--- src/rtl/shift_req_sequencer.sv ---
// Issue stage for the multi-stage shifter: buffers tagged requests, drives the shifter from
// registers one request at a time, and returns each captured result on a valid/ready port.
module shift_req_sequencer #(
    parameter int NUM_STAGE  = 3,
    parameter int FIFO_DEPTH = 4,
    parameter int TAG_W      = 4,
    localparam int W         = 2 ** NUM_STAGE
) (
    input  logic                 clk,
    input  logic                 rst_n,
    input  logic                 req_valid,
    output logic                 req_ready,
    input  logic [W-1:0]         req_data,
    input  logic [NUM_STAGE-1:0] req_amt,
    input  logic [1:0]           req_dir,
    input  logic [TAG_W-1:0]     req_tag,
    output logic [W-1:0]         sh_data_in,
    output logic [NUM_STAGE-1:0] sh_cntrl,
    output logic [1:0]           sh_dir,
    input  logic [W-1:0]         sh_data_out,
    output logic                 rsp_valid,
    input  logic                 rsp_ready,
    output logic [W-1:0]         rsp_data,
    output logic [TAG_W-1:0]     rsp_tag,
    output logic                 rsp_zero,
    output logic                 busy
);

    localparam int AW    = $clog2(FIFO_DEPTH);
    localparam int ENT_W = W + NUM_STAGE + 2 + TAG_W;

    typedef enum logic [1:0] {
        S_IDLE  = 2'd0,
        S_ISSUE = 2'd1,
        S_CAPT  = 2'd2,
        S_HOLD  = 2'd3
    } state_t;

    state_t               r_state;
    logic [ENT_W-1:0]     r_mem [FIFO_DEPTH];
    logic [AW:0]          r_wr_ptr;
    logic [AW:0]          r_rd_ptr;
    logic [W-1:0]         r_sh_data;
    logic [NUM_STAGE-1:0] r_sh_cntrl;
    logic [1:0]           r_sh_dir;
    logic [TAG_W-1:0]     r_tag;
    logic                 r_rsp_valid;
    logic [W-1:0]         r_rsp_data;
    logic [TAG_W-1:0]     r_rsp_tag;

    logic                 w_empty;
    logic                 w_full;
    logic                 w_push;
    logic                 w_pop;
    logic [ENT_W-1:0]     w_head;
    logic [W-1:0]         w_head_data;
    logic [NUM_STAGE-1:0] w_head_amt;
    logic [1:0]           w_head_dir;
    logic [TAG_W-1:0]     w_head_tag;
    logic [NUM_STAGE-1:0] w_cntrl;

    // Extra pointer bit distinguishes full from empty when the index bits match.
    assign w_empty = (r_wr_ptr == r_rd_ptr);
    assign w_full  = (r_wr_ptr[AW] != r_rd_ptr[AW]) &&
                     (r_wr_ptr[AW-1:0] == r_rd_ptr[AW-1:0]);
    assign w_push  = req_valid && !w_full;
    assign w_pop   = !w_empty &&
                     ((r_state == S_IDLE) || ((r_state == S_HOLD) && rsp_ready));

    assign w_head      = r_mem[r_rd_ptr[AW-1:0]];
    assign w_head_data = w_head[ENT_W-1 -: W];
    assign w_head_amt  = w_head[TAG_W+2 +: NUM_STAGE];
    assign w_head_dir  = w_head[TAG_W +: 2];
    assign w_head_tag  = w_head[TAG_W-1:0];

    // Stage i shifts by 2**i, so its enable is simply bit i of the amount.
    genvar gi;
    generate
        for (gi = 0; gi < NUM_STAGE; gi++) begin : g_cntrl
            assign w_cntrl[gi] = w_head_amt[gi];
        end
    endgenerate

    always_ff @(posedge clk) begin
        if (w_push) begin
            r_mem[r_wr_ptr[AW-1:0]] <= {req_data, req_amt, req_dir, req_tag};
        end
    end

    always_ff @(posedge clk or negedge rst_n) begin
        if (!rst_n) begin
            r_wr_ptr <= '0;
            r_rd_ptr <= '0;
        end else begin
            if (w_push) begin
                r_wr_ptr <= r_wr_ptr + 1'b1;
            end
            if (w_pop) begin
                r_rd_ptr <= r_rd_ptr + 1'b1;
            end
        end
    end

    always_ff @(posedge clk or negedge rst_n) begin
        if (!rst_n) begin
            r_state     <= S_IDLE;
            r_sh_data   <= '0;
            r_sh_cntrl  <= '0;
            r_sh_dir    <= '0;
            r_tag       <= '0;
            r_rsp_valid <= 1'b0;
            r_rsp_data  <= '0;
            r_rsp_tag   <= '0;
        end else begin
            case (r_state)
                S_IDLE: begin
                    if (w_pop) begin
                        r_sh_data  <= w_head_data;
                        r_sh_cntrl <= w_cntrl;
                        r_sh_dir   <= w_head_dir;
                        r_tag      <= w_head_tag;
                        r_state    <= S_ISSUE;
                    end
                end
                S_ISSUE: begin
                    r_state <= S_CAPT;
                end
                S_CAPT: begin
                    r_rsp_data  <= sh_data_out;
                    r_rsp_tag   <= r_tag;
                    r_rsp_valid <= 1'b1;
                    r_state     <= S_HOLD;
                end
                S_HOLD: begin
                    if (rsp_ready) begin
                        r_rsp_valid <= 1'b0;
                        if (w_pop) begin
                            r_sh_data  <= w_head_data;
                            r_sh_cntrl <= w_cntrl;
                            r_sh_dir   <= w_head_dir;
                            r_tag      <= w_head_tag;
                            r_state    <= S_ISSUE;
                        end else begin
                            r_state <= S_IDLE;
                        end
                    end
                end
                default: r_state <= S_IDLE;
            endcase
        end
    end

    assign req_ready  = !w_full;
    assign sh_data_in = r_sh_data;
    assign sh_cntrl   = r_sh_cntrl;
    assign sh_dir     = r_sh_dir;
    assign rsp_valid  = r_rsp_valid;
    assign rsp_data   = r_rsp_data;
    assign rsp_tag    = r_rsp_tag;
    assign rsp_zero   = (r_rsp_data == '0);
    assign busy       = (r_state != S_IDLE) || !w_empty;

endmodule

--- config.mk ---
export PLATFORM = sky130hd
export DESIGN_NAME = shift_req_sequencer
export DESIGN_NICKNAME = d
export VERILOG_FILES = /design/src/rtl/shift_req_sequencer.sv
export SDC_FILE = /design/constraint.sdc
export NUM_CORES = 1
export LEC_CHECK = 0
export CELL_PAD_IN_SITES_DETAIL_PLACEMENT = 1
export CELL_PAD_IN_SITES_GLOBAL_PLACEMENT = 2
export CORE_ASPECT_RATIO = 1.2
export CORE_MARGIN = 5
export CORE_UTILIZATION = 43
export CTS_BUF_LIST = sky130_fd_sc_hd__clkbuf_8
export DETAILED_ROUTE_END_ITERATION = 8
export HOLD_SLACK_MARGIN = 0.05
export PLACE_DENSITY_LB_ADDON = 0.1
export SLEW_MARGIN = 5
export SYNTH_ARGS = -nofsm -noshare
export SYNTH_HDL_FRONTEND = slang
export SYNTH_SLANG_ARGS = --single-unit
--- constraint.sdc ---
create_clock -name clk -period 2.5 [get_ports clk]
set_input_delay 0.5 -clock clk [delete_from_list [all_inputs] [get_ports clk]]
set_output_delay 0.5 -clock clk [all_outputs]
set_load 0.005 [all_outputs]
==> impl_metrics.tcl, run 1 <==
set metrics [dict create \
    multi_input_area_um2 1170 \
    finalCriticalPeriod_ns 2.39 \
    rows 39 \
    r2r-start "r_rd_ptr[0]" \
    nets 313 \
    power_uw 6390 \
    seq_area_frac_synth_pct 71.0 \
    cp-start-kind "flop" \
    fillCellCount 897 \
    use_met2_pct 25.1 \
    syn_area_um2 4210 \
    antenna_cells 0 \
    root_buffer "clkbuf_8" \
    hold_class "input pin to asynchronous set/reset pin" \
    synth_fp_nets 244 \
    clock_power_share_pct 15.0 \
    grt_pass1_wl_um 12600 \
    synth_cell_types 33 \
    reg2reg_depth 3 \
    synthArstFlopShare_pct 35.8 \
    hold_buffers 0 \
    start_util_pct 44.0 \
    combPwrFrac_pct 41.3 \
    power_density_nw_per_um2 1240 \
    clock_path_buffers 2 \
    crit_path_end_kind "output port" \
    floorplan.die.width_um 100 \
    worstPathArrival_ns 1.89 \
    cts_made_buffers 9 \
    drt_pass1_iterations 4 \
    grt_overflow_total 0 \
    status "complete, no violations" \
    finalMaxSlewViolations 0 \
    hold_viol_final 0 \
    clk_latency_ns 0.36 \
    wl_per_cell_um 19.2 \
    p_int_uw 4420 \
    slew_headroom_pct 40.1 \
    fin_crit_sh_pct 95.5 \
    met3_usage_pct 4.01 \
    htreeDepth 3 \
    hpwl_um 4920 \
    synth_edf_count 68 \
    synth_flop_cell "edfxtp_1" \
    swShare_pct 30.8 \
    syn_to_final_growth_pct 21.9 \
    die_h_um 118 \
    syn-instance-count 206 \
    dieArea_um2 11900 \
    vdd_drop_max_mv 0.548 \
    skew_ns 0.0122 \
    clock_sinks 106 \
    critPathKind "flop to output port" \
    ys_ff_latch 106 \
    worst_pin_slew_ns 0.899 \
    busiest_layer "met2" \
    cts_tree "built" \
    critPathLaunch "rsp_data[5]" \
    drc_errors 0 \
    drtIter0Drc 64 \
    grt_max_degree 39 \
    first_global_vias 2363 \
    crit_required_ns 2.00 \
    drive_gt1_share_pct 26.8 \
    p_sw_uw 1970 \
    via_per_inst 5.17 \
    max_cap_viol_count 0 \
    met1_usage_pct 16.4 \
    antenna_found_initial 0 \
    p_seq_share_pct 43.7 \
    clk_pin_slew_worst_paths_ns 0.10 \
    place.gp.congestion 0.733 \
    synth.avg_cell_area_um2 20.5 \
    mostFrequentLayoutCells "edfxtp_1, clkdlybuf4s50_1, dfrtp_1, mux2_2, mux4_2" \
    wl_um 7720 \
    port_buffers 57 \
    p_leak_uw 0.00188 \
    final-seq-area_um2 2990 \
    num_io_pins 58 \
    fmax_mhz 419 \
    drtAntennaViolNets 0 \
    worst-path-max-fanout 3 \
    yosysWarnings 0 \
    vias 2082 \
    coreArea_um2 9560 \
    whs_ns 0.256 \
    final-setup-viol-count 0 \
    layout_commonest_cell "edfxtp_1" \
    gr-usage-all-layers_pct 14.3 \
]
==> critical path: stages, from the launching register on <==
cell             delay [ns]
dfrtp_1                0.39
or4_1                  0.53
nor2_1                 0.11
clkdlybuf4s50_1        0.50
==> flip-flops by register name, indices dropped and copies added, names as in the netlist <==
signal and cells:
sh_data_in 8, rsp_tag 4, sh_dir 2, r_mem 68
rsp_valid 1, r_wr_ptr 3, r_tag 4, sh_cntrl 3
r_rd_ptr 3, r_state 2, rsp_data 8
==> power by group through the flow <==
| stage | combinational, µW | sequential (µW) | clock (µW) |
|---|---|---|---|
| 4_1_cts | 2690 | 2790 | 1010 |
| 5_1_grt | 2890 | 2860 | 1080 |
| 3_3_place_gp | 2620 | 2800 | 0 |
| 2_1_floorplan | 1760 | 2760 | 0 |
| 3_5_place_dp | 2680 | 2820 | 0 |
| 6_report | 2640 | 2790 | 960 |
==> final timing paths <==
check / slack [ns] / to
max in group asynchronous: 1.68 / sh_data_in[6]
worst max register to register: 0.71 / sh_cntrl[1]
worst max-delay path: 0.11 / rsp_zero
min in group clk: 0.52 / rsp_tag[3]
worst min register to register: 0.52 / rsp_tag[3]
worst min-delay path: 0.26 / rsp_data[2]
==> Yosys cell counts (all sizes together), types with 2 or more instances <==
cell | number | area (µm²)
mux4 | 17 | 383
nand2 | 3 | 11.3
inv | 5 | 18.8
ha | 9 | 113
buf | 5 | 53.8
mux2 | 31 | 387
a31oi | 2 | 27.5
edfxtp | 68 | 2040
xnor2 | 5 | 77.6
xor2 | 2 | 17.5
dfrtp | 38 | 951
nor2 | 2 | 7.51
and3 | 4 | 25.0
o21ai | 2 | 10.0
or4 | 2 | 15.0
==> cell families after synthesis <==
family,after synthesis,synth area share [%]
simple gates,15,1.99
compound gates,9,1.72
xor+xnor,7,2.26
mux,49,18.5
buf+inv,11,1.81
fa+ha+maj,9,2.67
flops,106,71.0
==> repair_timing <==
item | 4_1_cts | 5_1_grt
resized for setup | 0 | 2
buffers inserted | 0 | 0
hold endpoints to repair | 0 | 0
endpoints found under the setup margin | 0 | 1
==> final cells by class <==
class | count | area share, %
Clock buffer | 9 | 2.41
Clock inverter | 7 | 0.999
Inverter | 5 | 0.365
Multi-Input combinational cell | 89 | 22.7
Sequential cell | 106 | 58.3
Tap cell | 123 | 3.00
Timing Repair Buffer | 64 | 12.3
==> through the flow <==
stage / utilization, % / area, µm² / setup WS, ns / instances / TNS [ns]
final: 53.7 / 5140 / 0.113 / 403 / 0
after global routing: 53.7 / 5140 / -0.0100 / 403 / -0.0100
after CTS: 53.5 / 5110 / 0.0374 / 403 / 0
after detailed placement: 51.6 / 4940 / 0.440 / 387 / 0
after global placement: 51.6 / 4940 / 0.487 / 387 / 0
after floorplan: - / 4210 / 0.644 / 206 / 0
==> metal layers <==
metal	vias up	share of wire, %	routed length, µm
li1	940	-	-
met1	1088	40	3110
met2	46	54	4180
met3	8	4.4	338
met4	0	1.2	93
met5	-	0	0
(Power assumes the default switching activity.)
==> run 2: changes to the inputs <==
--- a/config.mk
+++ b/config.mk
@@ -9,8 +9,9 @@
 export CELL_PAD_IN_SITES_GLOBAL_PLACEMENT = 2
 export CORE_ASPECT_RATIO = 1.2
 export CORE_MARGIN = 5
-export CORE_UTILIZATION = 43
+export CORE_UTILIZATION = 46
 export CTS_BUF_LIST = sky130_fd_sc_hd__clkbuf_8
+export CTS_CLUSTER_SIZE = 10
 export DETAILED_ROUTE_END_ITERATION = 8
 export HOLD_SLACK_MARGIN = 0.05
 export PLACE_DENSITY_LB_ADDON = 0.1
==> constraint.sdc (replaced) <==
create_clock -name clk -period 2.95 [get_ports clk]
set_input_delay 0.59 -clock clk [delete_from_list [all_inputs] [get_ports clk]]
set_output_delay 0.59 -clock clk [all_outputs]
set_load 0.005 [all_outputs]
==> run 2 against run 1 <==
Via count fell by 0.96%. Non-clock buffer count stayed put. Clock skew fell by 0.0023 ns. First-iteration DRC count grew 47%. Power is 12% lower. Final cell count decreased by 0.74%. Critical endpoint is now req_ready. Setup slack improved by 0.29 ns. Cell area increased by 0.97%.
==> impl_metrics.tcl, run 2 (same netlist as run 1, synthesis figures left out) <==
set metrics [dict create \
    status "complete, no violations" \
    fillCellCount 798 \
    die_h_um 115 \
    postCtsResizedCells 0 \
    nets 313 \
    drtAntennaViolNets 0 \
    rows 38 \
    hold_viol_final 0 \
    drive_gt1_share_pct 27.1 \
    start_util_pct 46.9 \
    grt_pass1_wl_um 12500 \
    clock_sinks 106 \
    p_leak_uw 0.00191 \
    gr-usage-all-layers_pct 14.7 \
    max_cap_viol_count 0 \
    drtIter0Drc 94 \
    num_io_pins 58 \
    final_core_util_pct 57.7 \
    place.gp.congestion 0.721 \
    mostFrequentLayoutCells "edfxtp_1, clkdlybuf4s50_1, dfrtp_1, mux2_2, mux4_2" \
    drt_pass1_iterations 5 \
    dp.cells 384 \
    root_buffer "clkbuf_8" \
    crit_path_end_kind "output port" \
    worst-path-max-fanout 6 \
    worst_pin_slew_ns 0.868 \
    layout_commonest_cell "edfxtp_1" \
    slew_headroom_pct 42.1 \
    hold_class "input pin to asynchronous set/reset pin" \
    vdd_drop_max_mv 0.451 \
    worstPathArrival_ns 1.96 \
    final-setup-viol-count 0 \
    critPathKind "flop to output port" \
    hpwl_um 5180 \
    crit_required_ns 2.36 \
    grt_overflow_total 0 \
    clock_path_buffers 2 \
    fin_crit_sh_pct 86.3 \
    final-seq-area_um2 2990 \
    grt_max_degree 39 \
    multi_input_area_um2 1140 \
    finalMaxSlewViolations 0 \
    finalCriticalPeriod_ns 2.55 \
    via_per_inst 5.16 \
    largest_reg_flops 68 \
    wl_um 7730 \
    vias 2062 \
    clk_latency_ns 0.36 \
    hold_buffers 0 \
    antenna_found_initial 0 \
    floorplan.die.width_um 97.4 \
    antenna_cells 0 \
    first_global_vias 2313 \
    drc_errors 0 \
    wl_per_cell_um 19.3 \
    fin_tns_setup_ns 0 \
    clk_pin_slew_worst_paths_ns 0.09 \
    skew_ns 0.00991 \
    fmax_mhz 393 \
    rsz0062_at_grt "no" \
    port_buffers 57 \
    cts_tree "built" \
    cp-start-kind "flop" \
    power_density_nw_per_um2 1090 \
    fin_cells 400 \
    cts_made_buffers 9 \
    syn_to_final_growth_pct 23.1 \
    htreeDepth 3 \
    dieArea_um2 11200 \
    post_cts_buffers 0 \
    coreArea_um2 8990 \
]
-- run 2: cell count changes in the layout (fill, tap and decap cells not counted) --
| cell | previous run | this run |
|---|---|---|
| clkinv_2 | 1 | 0 |
| inv_6 | 3 | 0 |
| clkinv_1 | 1 | 0 |
| clkbuf_8 | 9 | 10 |
| bufinv_16 | 0 | 3 |
| xnor2_2 | 0 | 2 |
| clkinvlp_4 | 1 | 2 |
| xnor2_4 | 3 | 1 |
-- run 2: worst paths after layout --
kind                               start            end  slack (ns)  depth (start not counted)
hold reg to reg            sh_data_in[6]  sh_data_in[6]        0.51                          1
min in group clk           sh_data_in[6]  sh_data_in[6]        0.51                          1
setup / recovery             r_wr_ptr[1]      req_ready        0.40                          3
hold / removal                     rst_n     rsp_tag[1]        0.34                          1
max in group asynchronous          rst_n  sh_data_in[1]        2.06                          1
setup reg to reg             r_rd_ptr[2]    r_mem[2][7]        0.88                          4
-- run 2: layout make-up --
type,instances,share of cell area [%]
sequential,106,57.7
multi-input combinational,89,22.0
timing repair buffer,64,12.2
tap,120,2.89
clock buffer,10,2.65
clock inverter,6,2.19
inverter,5,0.362
-- run 2: per-layer routing --
layer	GRT usage [%]	up-vias	part of all wire [%]
li1	-	934	-
met1	18.2	1073	44
met2	25.6	46	51
met3	4.00	9	4.0
met4	4.43	0	0.92
met5	0	-	0
-- run 2: power by group --
part	leakage, µW	total (µW)	switching, µW	internal [µW]
logic	0.000722	2210	914	1300
clock network	0.000119	1050	465	588
registers	0.00107	2370	271	2100
-- run 2: worst max-delay path, stage by stage (launching register included) --
cell             delay (ns)
dfrtp_1                0.47
xnor2_2                0.35
nand3b_1               0.26
clkdlybuf4s50_1        0.52
-- run 2: per-stage QoR --
stage | hold WS, ns | total power [µW] | setup WS, ns | area [µm²]
after global routing | 0.394 | 6000 | 0.281 | 5190
after CTS | 0.355 | 5750 | 0.379 | 5190
after global placement | 0.491 | 4600 | 0.596 | 4940
after detailed placement | 0.499 | 4670 | 0.593 | 4940
final | 0.339 | 5640 | 0.405 | 5190
after floorplan | 0.294 | 3830 | 1.09 | 4210
==> RTL change, RTL diff (flow settings as in run 2) <==
Put one more register stage on the output `sh_cntrl`, cleared by the reset. The value now appears one clock later. The other outputs are not delayed to match.
--- a/src/rtl/shift_req_sequencer.sv
+++ b/src/rtl/shift_req_sequencer.sv
@@ -154,3 +154,9 @@
     assign sh_data_in = r_sh_data;
-    assign sh_cntrl   = r_sh_cntrl;
+    always_ff @(posedge clk or negedge rst_n) begin
+        if (!rst_n) begin
+            sh_cntrl <= '0;
+        end else begin
+            sh_cntrl <= r_sh_cntrl;
+        end
+    end
     assign sh_dir     = r_sh_dir;
Formal check against the unedited RTL: not equivalent (a bounded check fails within 4 cycles, from zero or initial values and one cycle with rst_n low).
==> RTL change against run 2 <==
- sequential cell count grew 3
- highest routed layer unchanged
- cell area rose by 0.19%
- non-clock buffer count up 1
- critical path depth unchanged
- routed wire length fell by 2.2%
- maximum frequency up 1.6%
- power shrank 4.1%
- worst setup slack better by 41 ps
- count of clock-buffer cells in the layout down 1
- register-to-register slack improved by 50 ps
- cell count is 1.0% higher
- sequential power rose by 2%
- via count is 1.4% higher
- synthesized area up 1.8%
==> RTL change: results (changes against run 2) <==
* top post-synthesis cells by area: edfxtp_1, dfrtp_1, mux4_2
* net count of the finished layout: 317, +1.3%
* gpl congestion: 0.698, -3.2%
* met3 routing resource usage after global routing: 3.67%, -0.33 points
* GRT met1 Usage: 17.8%, -0.32 points
* average wire length per cell after detail routing: 18.7 µm, -3.2%
* leakage power total: 1.92 nW, +0.74%
* total length of routed met2 wires: 3820 µm, -3.8%
* syn nets: 247, +1.2%
* number of search-and-repair iterations in the first detailed-routing pass: 4, -1
* bufs w/o clock: 65, +1.6%
* worst-case setup slack after placement: 692 ps, +99.1 ps
* relative slew slack: 36.5%, -5.7 points
* worst hold-check slack: 379 ps, +40.0 ps
* cell types with the highest counts after synthesis: edfxtp_1, dfrtp_1, mux2_2
* Layout Cell Area excl Fill: 0.00520 mm², +0.19%
* fraction of standard cell area in multi-input logic: 22.0%, -0.042 points
* sequential share of cell area: 59.0%, +1.3 points
* post-synth top area share: 47.6%, -0.85 points
* setup slack of the most critical reg-to-reg path: 930 ps, +50 ps
* width of the die: 98.1 µm, +0.80%
* share of layout cells above drive strength 1: 26.1%, -1.1 points
* aggregate routed wire length: 7550 µm, -2.2%
* met3 routed WL: 387 µm, +25%
* area fraction of clock buffers and clock inverters: 3.20%, -1.6 points
* first-pass GRT wire length: 12300 µm, -1.8%
* via count normalized by instance count: 5.18, +0.40%
* Crit Reg-Reg Endpoint: r_mem[1][16]
* vias in the first global route: 2291, -0.95%
* Layout Skew: 8.06 ps, -1.84 ps
* pin count of the biggest net entering global routing: 42, +7.7%
* Async S/R FF share, synth: 37.6%, +1.8 points
* Largest stage delay, worst path: 500 ps, -20 ps
* part of the Yosys area used for sequential elements: 71.5%, +0.51 points
* DRC marker count from the first detailed-route iteration: 69, -27%
* result of the run: complete, no violations
-- RTL change: power by group --
| group | switching (W) | internal, W | total, W |
|---|---|---|---|
| Combinational | 0.000902 | 0.00130 | 0.00220 |
| Sequential | 0.000250 | 0.00216 | 0.00241 |
| Clock | 0.000490 | 0.000304 | 0.000794 |
-- RTL change: worst max path at each step --
stage | slack (ps) | cells past startpoint | endpoint
CTS | 410 | 3 | req_ready
detailed placement | 690 | 5 | sh_data_in[2]
floorplan | 1090 | 3 | r_mem[3][0]
global route | 300 | 3 | req_ready
global placement | 720 | 5 | sh_data_in[5]
finish | 450 | 3 | req_ready
-- RTL change: worst reg2reg max path: stages, from the launching register on --
cell	delay [ps]
dfrtp_1	430
xnor2_2	330
nand3b_1	260
and3_1	420
buf_4	290
-- RTL change: cell families after synthesis --
group,synth area share (%)
AOI/OAI and AO/OA,1.69
xor gates and xnor gates,2.22
adders and majority gates,2.63
buffers and inverters,1.78
DFF,71.5
muxes,18.2
and+or+nand+nor,1.96
